## src/rtl/ram_arbiter_if.sv

```systemverilog
// Bus bundle between the two masters, the arbiter and the single-port data RAM.
// The slave modport is the arbiter's view; master is the masters' and RAM's view.
interface ram_arbiter_if #(
    parameter int unsigned DATA_WIDTH = 8,
    parameter int unsigned ADDR_WIDTH = 16
);
    logic [1:0]            req_i;
    logic [1:0]            lock_i;
    logic [1:0]            we_i;
    logic [ADDR_WIDTH-1:0] addr0_i;
    logic [ADDR_WIDTH-1:0] addr1_i;
    logic [DATA_WIDTH-1:0] wdata0_i;
    logic [DATA_WIDTH-1:0] wdata1_i;
    logic [1:0]            gnt_o;
    logic [1:0]            rvalid_o;
    logic [DATA_WIDTH-1:0] rdata_o;
    logic                  ram_ce_o;
    logic                  ram_we_o;
    logic [ADDR_WIDTH-1:0] ram_addr_o;
    logic [DATA_WIDTH-1:0] ram_wdata_o;
    logic [DATA_WIDTH-1:0] ram_rdata_i;
    logic [1:0]            owner_o;

    modport slave (
        input  req_i, lock_i, we_i, addr0_i, addr1_i, wdata0_i, wdata1_i, ram_rdata_i,
        output gnt_o, rvalid_o, rdata_o, ram_ce_o, ram_we_o, ram_addr_o, ram_wdata_o, owner_o
    );

    modport master (
        output req_i, lock_i, we_i, addr0_i, addr1_i, wdata0_i, wdata1_i, ram_rdata_i,
        input  gnt_o, rvalid_o, rdata_o, ram_ce_o, ram_we_o, ram_addr_o, ram_wdata_o, owner_o
    );
endinterface

```

## src/rtl/ram_arbiter.sv

```systemverilog
// Round-robin arbiter sharing one single-port RAM between the CPU (port 0) and
// the UART loader (port 1), with per-port lock and a burst cap against starvation.
module ram_arbiter #(
    parameter int unsigned DATA_WIDTH = 8,
    parameter int unsigned ADDR_WIDTH = 16,
    parameter int unsigned MAX_BURST  = 4
) (
    input  logic          clk,
    input  logic          reset_n,
    ram_arbiter_if.slave  bus
);
    localparam logic [7:0] CAP = 8'(MAX_BURST);

    // lock_valid/lock_port are folded into the state encoding
    typedef enum logic [1:0] {IDLE, LOCKED0, LOCKED1} state_t;

    state_t     state, state_nxt;
    logic       last, last_nxt;
    logic [7:0] burst_cnt, burst_nxt;
    logic [1:0] rd_pend;
    logic [1:0] gnt;
    logic       locked, lp, owner_req, other_req, g;

    always_ff @(posedge clk or negedge reset_n) begin
        if (!reset_n) begin
            state     <= IDLE;
            last      <= 1'b1;
            burst_cnt <= '0;
            rd_pend   <= '0;
        end else begin
            state     <= state_nxt;
            last      <= last_nxt;
            burst_cnt <= burst_nxt;
            rd_pend   <= gnt & ~bus.we_i;
        end
    end

    always_comb begin
        gnt       = '0;
        state_nxt = state;
        last_nxt  = last;
        burst_nxt = burst_cnt;
        locked    = (state != IDLE);
        lp        = (state == LOCKED1);
        owner_req = locked && bus.req_i[lp] && bus.lock_i[lp];
        other_req = bus.req_i[~lp];

        if (owner_req && (!other_req || burst_cnt < CAP))
            gnt[lp] = 1'b1;
        else if (owner_req)
            gnt[~lp] = 1'b1;            // burst cap hit: preempt the owner
        else if (bus.req_i == 2'b11)
            gnt[~last] = 1'b1;
        else
            gnt = bus.req_i;

        if (!reset_n)
            gnt = '0;

        g = gnt[1];
        if (|gnt) begin
            last_nxt = g;
            if (bus.lock_i[g]) begin
                state_nxt = g ? LOCKED1 : LOCKED0;
                if (locked && lp == g)
                    burst_nxt = (burst_cnt == 8'hFF) ? burst_cnt : burst_cnt + 8'd1;
                else
                    burst_nxt = 8'd1;
            end else begin
                state_nxt = IDLE;
                burst_nxt = '0;
            end
        end else if (locked) begin
            state_nxt = IDLE;
            burst_nxt = '0;
        end
    end

    assign bus.gnt_o       = gnt;
    assign bus.ram_ce_o    = |gnt;
    assign bus.ram_we_o    = |(gnt & bus.we_i);
    assign bus.ram_addr_o  = gnt[0] ? bus.addr0_i  : (gnt[1] ? bus.addr1_i  : '0);
    assign bus.ram_wdata_o = gnt[0] ? bus.wdata0_i : (gnt[1] ? bus.wdata1_i : '0);
    assign bus.rvalid_o    = rd_pend;
    assign bus.rdata_o     = (|rd_pend) ? bus.ram_rdata_i : '0;
    assign bus.owner_o     = {locked, last};
endmodule

```

## src/flat_wrapper.sv

```systemverilog
// flat-port wrapper written by rule: the top's interface ports become plain ports
module ram_arbiter_flat 
#(
    parameter int unsigned DATA_WIDTH = 8,
    parameter int unsigned ADDR_WIDTH = 16,
    parameter int unsigned MAX_BURST  = 4
)
  (clk, reset_n, bus_req_i, bus_lock_i, bus_we_i, bus_addr0_i, bus_addr1_i, bus_wdata0_i, bus_wdata1_i, bus_ram_rdata_i, bus_gnt_o, bus_rvalid_o, bus_rdata_o, bus_ram_ce_o, bus_ram_we_o, bus_ram_addr_o, bus_ram_wdata_o, bus_owner_o);
  ram_arbiter_if #(.DATA_WIDTH(DATA_WIDTH), .ADDR_WIDTH(ADDR_WIDTH)) bus_i ();
  input  logic clk;
  input  logic reset_n;
  input wire logic [$bits(bus_i.req_i)-1:0] bus_req_i;
  input wire logic [$bits(bus_i.lock_i)-1:0] bus_lock_i;
  input wire logic [$bits(bus_i.we_i)-1:0] bus_we_i;
  input wire logic [$bits(bus_i.addr0_i)-1:0] bus_addr0_i;
  input wire logic [$bits(bus_i.addr1_i)-1:0] bus_addr1_i;
  input wire logic [$bits(bus_i.wdata0_i)-1:0] bus_wdata0_i;
  input wire logic [$bits(bus_i.wdata1_i)-1:0] bus_wdata1_i;
  input wire logic [$bits(bus_i.ram_rdata_i)-1:0] bus_ram_rdata_i;
  output wire logic [$bits(bus_i.gnt_o)-1:0] bus_gnt_o;
  output wire logic [$bits(bus_i.rvalid_o)-1:0] bus_rvalid_o;
  output wire logic [$bits(bus_i.rdata_o)-1:0] bus_rdata_o;
  output wire logic [$bits(bus_i.ram_ce_o)-1:0] bus_ram_ce_o;
  output wire logic [$bits(bus_i.ram_we_o)-1:0] bus_ram_we_o;
  output wire logic [$bits(bus_i.ram_addr_o)-1:0] bus_ram_addr_o;
  output wire logic [$bits(bus_i.ram_wdata_o)-1:0] bus_ram_wdata_o;
  output wire logic [$bits(bus_i.owner_o)-1:0] bus_owner_o;
  assign bus_i.req_i = bus_req_i;
  assign bus_i.lock_i = bus_lock_i;
  assign bus_i.we_i = bus_we_i;
  assign bus_i.addr0_i = bus_addr0_i;
  assign bus_i.addr1_i = bus_addr1_i;
  assign bus_i.wdata0_i = bus_wdata0_i;
  assign bus_i.wdata1_i = bus_wdata1_i;
  assign bus_i.ram_rdata_i = bus_ram_rdata_i;
  assign bus_gnt_o = bus_i.gnt_o;
  assign bus_rvalid_o = bus_i.rvalid_o;
  assign bus_rdata_o = bus_i.rdata_o;
  assign bus_ram_ce_o = bus_i.ram_ce_o;
  assign bus_ram_we_o = bus_i.ram_we_o;
  assign bus_ram_addr_o = bus_i.ram_addr_o;
  assign bus_ram_wdata_o = bus_i.ram_wdata_o;
  assign bus_owner_o = bus_i.owner_o;
  ram_arbiter #(.DATA_WIDTH(DATA_WIDTH), .ADDR_WIDTH(ADDR_WIDTH), .MAX_BURST(MAX_BURST)) u_core (.clk(clk), .reset_n(reset_n), .bus(bus_i));
endmodule
```

## config.mk

```make
export PLATFORM = sky130hd
export DESIGN_NAME = ram_arbiter_flat
export DESIGN_NICKNAME = d
export VERILOG_FILES = /design/src/rtl/ram_arbiter_if.sv /design/src/rtl/ram_arbiter.sv /design/src/flat_wrapper.sv
export SDC_FILE = /design/constraint.sdc
export NUM_CORES = 1
export LEC_CHECK = 0
export CORE_UTILIZATION = 30
export CTS_CLUSTER_DIAMETER = 120
export CTS_CLUSTER_SIZE = 20
export DETAILED_ROUTE_END_ITERATION = 7
export GPL_ROUTABILITY_DRIVEN = 0
export PLACE_DENSITY = 0.8
export SYNTH_ARGS = -nofsm -noshare
export SYNTH_HDL_FRONTEND = slang
export SYNTH_SLANG_ARGS = --single-unit
```

## constraint.sdc

```tcl
create_clock -name clk -period 2.6 [get_ports clk]
set_input_delay 0.39 -clock clk [delete_from_list [all_inputs] [get_ports clk]]
set_output_delay 0.39 -clock clk [all_outputs]
set_load 0.1 [all_outputs]
```

==> flow_metrics.tcl, run 1 <==
set metrics [dict create \
    setup-violations-final 28 \
    die_area_um2 3930 \
    final_util_pct 84.2 \
    vdd_ir_drop_max_v 0.000274 \
    hpwl_um 4070 \
    synth_edf_count 0 \
    crit_required_ns 2.21 \
    fmax_mhz 357 \
    synth.distinct_cells 39 \
    track_usage_pct 28.7 \
    ant_nets 0 \
    grt_max_degree 35 \
    muxShareOfSynthArea_pct 0 \
    post-route-period-util_pct 108 \
    yosys.area_share.simple_pct 20.8 \
    grt.overflow.total 0 \
    cts_buffers 3 \
    worstSkewPairLatency_ns 0.25 \
    final_nets 304 \
    worstSetupPathType "register to output port" \
    crit_fanout 7 \
    maxCapViolCount 0 \
    worst_setup_path_end_kind "output port" \
    drt_pre_antenna_iters 4 \
    cts_root_buf "clkbuf_8" \
    ctsHtreeMaxLevel 1 \
    failed_checks "negative setup slack" \
    synth_xor_area_share_pct 0.793 \
    num_antenna_cells 0 \
    drc 0 \
    synth_fa_ha_area_share_pct 1.13 \
    synth_ff_type "dfrtp_1" \
    ios 104 \
    yosys_warnings 0 \
    status "finished, violations left" \
    synthToLayoutAreaGrowth_pct 162 \
    antenna_found_initial 0 \
    fill_cells 156 \
    drtIter0Drc 181 \
    hold_viol_final 0 \
    synth_compound_area_share_pct 40.8 \
    fin_crit_ns 2.80 \
    p_leak_nw 1.25 \
    relSlewSlack_pct 70.4 \
    yosysTopAreaCell "dfrtp_1" \
    grt_pass1_vias 1646 \
    synthCells 129 \
    num_rows 21 \
    arrival_ns 2.41 \
    routedWlPerCell_um 19.4 \
    synth-seq-area-share_pct 29.6 \
    regArea_um2 327 \
    worstHoldPathType "input port to async pin" \
    tns_ns -4.87 \
    drive_gt1_share_pct 39.1 \
    avgViaCountPerCell 5.69 \
    drv_slew 0 \
    multiInputGateArea_um2 950 \
    finClkSkew_ns 0.00101 \
    cts_max_path_buffers 2 \
    totalWireLength_um 5520 \
    chipHeight_um 62.7 \
    core-area_um2 3440 \
    syn_area_per_cell_um2 8.56 \
    start_util_pct 32.1 \
    die_w_um 62.7 \
    async_flop_share_pct 100 \
    yosysTopAreaCellShare_pct 27.2 \
    rsz0062_at_grt "yes" \
    synthTopCellsByArea "dfrtp_1 (27%), a22o_1 (20%), nor2b_1 (6.8%)" \
    tightest_slew_ns 0.443 \
    synth_top_family_by_area "compound AO/OA/AOI/OAI gates" \
    synth_nets 194 \
    cts.sinks 13 \
    grt_pass1_wl_um 8710 \
    port_buffers 103 \
    start_kind "register" \
    synth_area_um2 1100 \
    clk_pin_slew_ns 0.06 \
    fin_ws_ns -0.201 \
    vias 1617 \
    ys_ff_latch 13 \
    power_density_nw_per_um2 447 \
    cts_tree "done" \
]
## state kept, by name (all words and copies together), names as in the netlist
register             cells
u_core.state             2
u_core.bus.rvalid_o      2
u_core.last              1
u_core.burst_cnt         8
## cell usage in the layout, fill, tap and decap left out, types with 2 or more instances in the layout
cell type        Yosys  routed
dfrtp_1             12      12
a31oi_1              2       2
buf_4                2      19
nand3b_1             2       2
nor2_1               5       5
inv_1                6       6
o31ai_1              3       3
o21ai_0              3       3
nor3_1               3       2
a22o_4               0      25
and2_1               2       2
a41oi_1              3       3
a21oi_1              6       6
nand2_1              8       8
nand3_1              4       4
nor2b_1             12      12
clkbuf_8             0       3
buf_12               0      32
or4_4                1       2
clkdlybuf4s50_1      0      63
buf_16               0       3
## logic make-up after synthesis
logic type      after synthesis
compound gates               54
xor+xnor                      1
fa+ha+maj                     1
buf+inv                      18
flops                        13
simple gates                 42
## stage by stage
step / hold slack [ns] / total power [W] / area [um2] / std cells / worst slack, ns
6_report: 0.529 / 0.00129 / 2900 / 284 / -0.201
5_1_grt: 0.550 / 0.00133 / 2900 / 284 / -0.251
4_1_cts: 0.532 / 0.00129 / 2900 / 284 / -0.190
3_5_place_dp: 0.533 / 0.00108 / 2730 / 275 / -0.0563
3_3_place_gp: 0.512 / 0.00106 / 2730 / 275 / 0.00175
2_1_floorplan: 0.0944 / 0.000752 / 1360 / 129 / -0.369
## synth_stat cells (2+ instances only)
| master | n |
|---|---|
| dfrtp_1 | 12 |
| nor3_1 | 3 |
| nand2_1 | 8 |
| a22o_1 | 25 |
| o21ai_0 | 3 |
| clkbuf_1 | 9 |
| nand3_1 | 4 |
| buf_4 | 2 |
| a41oi_1 | 3 |
| a31oi_1 | 2 |
| inv_1 | 6 |
| nor2b_1 | 12 |
| o31ai_1 | 3 |
| nand3b_1 | 2 |
| nor2_1 | 5 |
| and2_1 | 2 |
| a21oi_1 | 6 |
## cell type report
| cell class | count | area share [%] |
|---|---|---|
| tap | 46 | 1.99 |
| sequential | 13 | 11.3 |
| clock buffer | 4 | 1.55 |
| inverter | 6 | 0.777 |
| multi-input combinational | 98 | 32.8 |
| timing repair buffer | 117 | 51.6 |
## critical path, stage by stage (launching register included)
cell     delay [ns]
dfrtp_1        0.38
or4_4          0.56
or4_4          0.43
o311a_4        0.21
buf_12         0.18
a22o_4         0.24
buf_12         0.17
## what timing repair did
item / in CTS / in global routing
buffers inserted: 2 / 0
gates resized for setup: 5 / 0
cloned: 3 / 0
endpoints found under the setup margin: 27 / 28
hold buffers: 0 / 0
pin swaps: 2 / 0
## per-layer routing
layer	vias to the layer above	global-route usage, %	part of all wire, %
met3	18	5.47	7.6
li1	720	-	-
met1	778	32.1	34
met2	101	53.7	56
met4	0	9.30	2.7
met5	-	0	0
## where the power goes
part	internal (W)	total [W]	switching, W
Clock	0.000109	0.000186	0.0000777
Combinational	0.000360	0.000881	0.000521
Sequential	0.000215	0.000227	0.0000121
## worst paths after layout
kind / start / end / depth (start not counted) / slack [ns]
max: u_core.burst_cnt[4]$_DFFE_PN0P_ / bus_ram_addr_o[15] / 6 / -0.20
min: reset_n / u_core.bus.rvalid_o[1]$_DFF_PN0_ / 2 / 0.53
max reg2reg: u_core.burst_cnt[4]$_DFFE_PN0P_ / u_core.burst_cnt[3]$_DFFE_PN0P_ / 6 / 0.09
min reg2reg: u_core.last$_DFFE_PN1P_ / u_core.last$_DFFE_PN1P_ / 2 / 0.55
max in group asynchronous: reset_n / u_core.last$_DFFE_PN1P_ / 2 / 1.84
min in group clk: u_core.last$_DFFE_PN1P_ / u_core.last$_DFFE_PN1P_ / 2 / 0.55
No activity file was read; power rests on OpenSTA's default activity.
==> run 2, diff against run 1 <==
Settings changed: CORE_UTILIZATION 30 to 33, PLACE_DENSITY 0.8 to 0.87, REMOVE_ABC_BUFFERS set to 1.
Clock period 2.6 ns to 3.4 ns, I/O delays scaled along.
==> flow_metrics.tcl, run 2 (synthesis gave the netlist of run 1 again) <==
set metrics [dict create \
    cts_buffers 3 \
    ant_nets 0 \
    num_antenna_cells 0 \
    tightest_slew_ns 0.967 \
    hold_end "u_core.burst_cnt[5]$_DFFE_PN0P_" \
    total_power_w 0.000866 \
    drt_pre_antenna_iters 6 \
    whs_path_depth 1 \
    track_usage_pct 24.5 \
    drtIter0Drc 60 \
    vdd_ir_drop_max_v 0.000208 \
    path_buf_inv 2 \
    tns_ns 0 \
    hold_viol_final 0 \
    dp_slack_ns 0.281 \
    r2r_cells 5 \
    path_cells "or4_4, nor3_1, buf_4, o311a_2, a22o_1, buf_12" \
    power_density_nw_per_um2 352 \
    num_rows 20 \
    p_leak_nw 1.02 \
    start_kind "register" \
    crit_required_ns 2.89 \
    final_common_cell "clkdlybuf4s50_1" \
    hpwl_um 3680 \
    rsz0062_at_grt "no" \
    fin_ws_ns 0.200 \
    crit_slowest_cell "o311a_2" \
    chipHeight_um 59.9 \
    grt_pass1_wl_um 6510 \
    worstSkewPairLatency_ns 0.28 \
    status "complete, no violations" \
    drc 0 \
    worstHoldPathType "register to register" \
    die_w_um 59.9 \
    maxCapViolCount 0 \
    final_nets 294 \
    crit_path_start "u_core.burst_cnt[7]$_DFFE_PN0P_" \
    cts_root_buf "clkbuf_4" \
    fin_cells 272 \
    r2r_end "u_core.burst_cnt[1]$_DFFE_PN0P_" \
    hold_ws_ns 0.548 \
    ctsHtreeMaxLevel 1 \
    rrSetupSlack_ns 0.77 \
    fin_crit_ns 3.20 \
    largest_reg_flops 8 \
    ios 104 \
    relSlewSlack_pct 35.4 \
    cts_tree "done" \
    routedWlPerCell_um 16.3 \
    regMostFlops "u_core.burst_cnt" \
    grt_max_degree 35 \
    finClkSkew_ns 0.00257 \
    final_cell_mix "clkdlybuf4s50_1 (65), buf_12 (28), a22o_1 (25), buf_4 (14)" \
    start_util_pct 35.6 \
    arrival_ns 2.69 \
    grt_pass1_vias 1448 \
    port_buffers 103 \
    post-route-period-util_pct 94.1 \
    hp-start "u_core.burst_cnt[5]$_DFFE_PN0P_" \
    cpLargestDelayFamily "compound AO/OA/AOI/OAI gates" \
    cts_max_path_buffers 2 \
    synthToLayoutAreaGrowth_pct 122 \
    cts.sinks 13 \
    totalWireLength_um 4430 \
    clk_pin_slew_ns 0.09 \
    drive_gt1_share_pct 24.1 \
    postCtsHoldBufs 0 \
    rr_startpoint "u_core.burst_cnt[7]$_DFFE_PN0P_" \
    fmax_mhz 313 \
    fill_cells 214 \
    grt.overflow.total 0 \
    avgViaCountPerCell 5.59 \
    worstSetupPathType "register to output port" \
    cts_setup_buffers 0 \
    crit_fanout 34 \
    antenna_found_initial 0 \
    die_area_um2 3580 \
    dp_cells 268 \
    max_stage_delay_ns 0.62 \
    core-area_um2 3100 \
    worst_setup_path_end_kind "output port" \
    drv_slew 0 \
    vias 1521 \
    setup-violations-final 0 \
    cts-resized-gates 0 \
]
## run 2: worst max path at each step
stage                               endpoint  slack, ns  cells after the start
after CTS                 bus_ram_wdata_o[0]       0.18                      6
after detailed placement  bus_ram_wdata_o[0]       0.28                      6
after floorplan            bus_ram_addr_o[0]      -1.51                      4
after global routing      bus_ram_wdata_o[0]       0.08                      6
after global placement          bus_ram_ce_o       0.39                      6
final                     bus_ram_wdata_o[0]       0.20                      6
## run 2: cell type report
type / count / area (um2) / area share, %
inverter: 6 / 22.5 / 0.916
clock buffer: 3 / 22.5 / 0.916
timing repair buffer: 107 / 1320 / 53.6
clock inverter: 1 / 5.00 / 0.204
sequential: 13 / 327 / 13.3
multi-input combinational: 98 / 709 / 28.9
tap: 44 / 55.1 / 2.24
## run 2: worst register-to-register path: stages (launching register included)
cell and delay [ns]:
dfrtp_1 0.42, or4_4 0.56, or4_1 0.48, o311a_2 0.33
or3_1 0.56, o211ai_2 0.21
## run 2: through the flow
step	utilization [%]	instance area (um2)
after floorplan	-	1050
after global placement	78.3	2430
after detailed placement	78.3	2430
after CTS	79.2	2460
after global routing	79.2	2460
final	79.2	2460
## run 2: metal layers
metal / share of wire [%] / GRT usage, % / routed length (um)
met2: 53 / 46.5 / 2360
met1: 33 / 24.5 / 1470
met5: 0 / 0 / 0
met3: 9.8 / 6.49 / 435
met4: 3.8 / 11.3 / 167
## run 2: power by group
part	leakage (nW)	switching (W)	internal (W)	total (W)
registers	0.175	0.00000896	0.000164	0.000173
logic	0.829	0.000372	0.000220	0.000592
clock network	0.0177	0.0000568	0.0000437	0.000100
total	1.02	0.000438	0.000428	0.000866
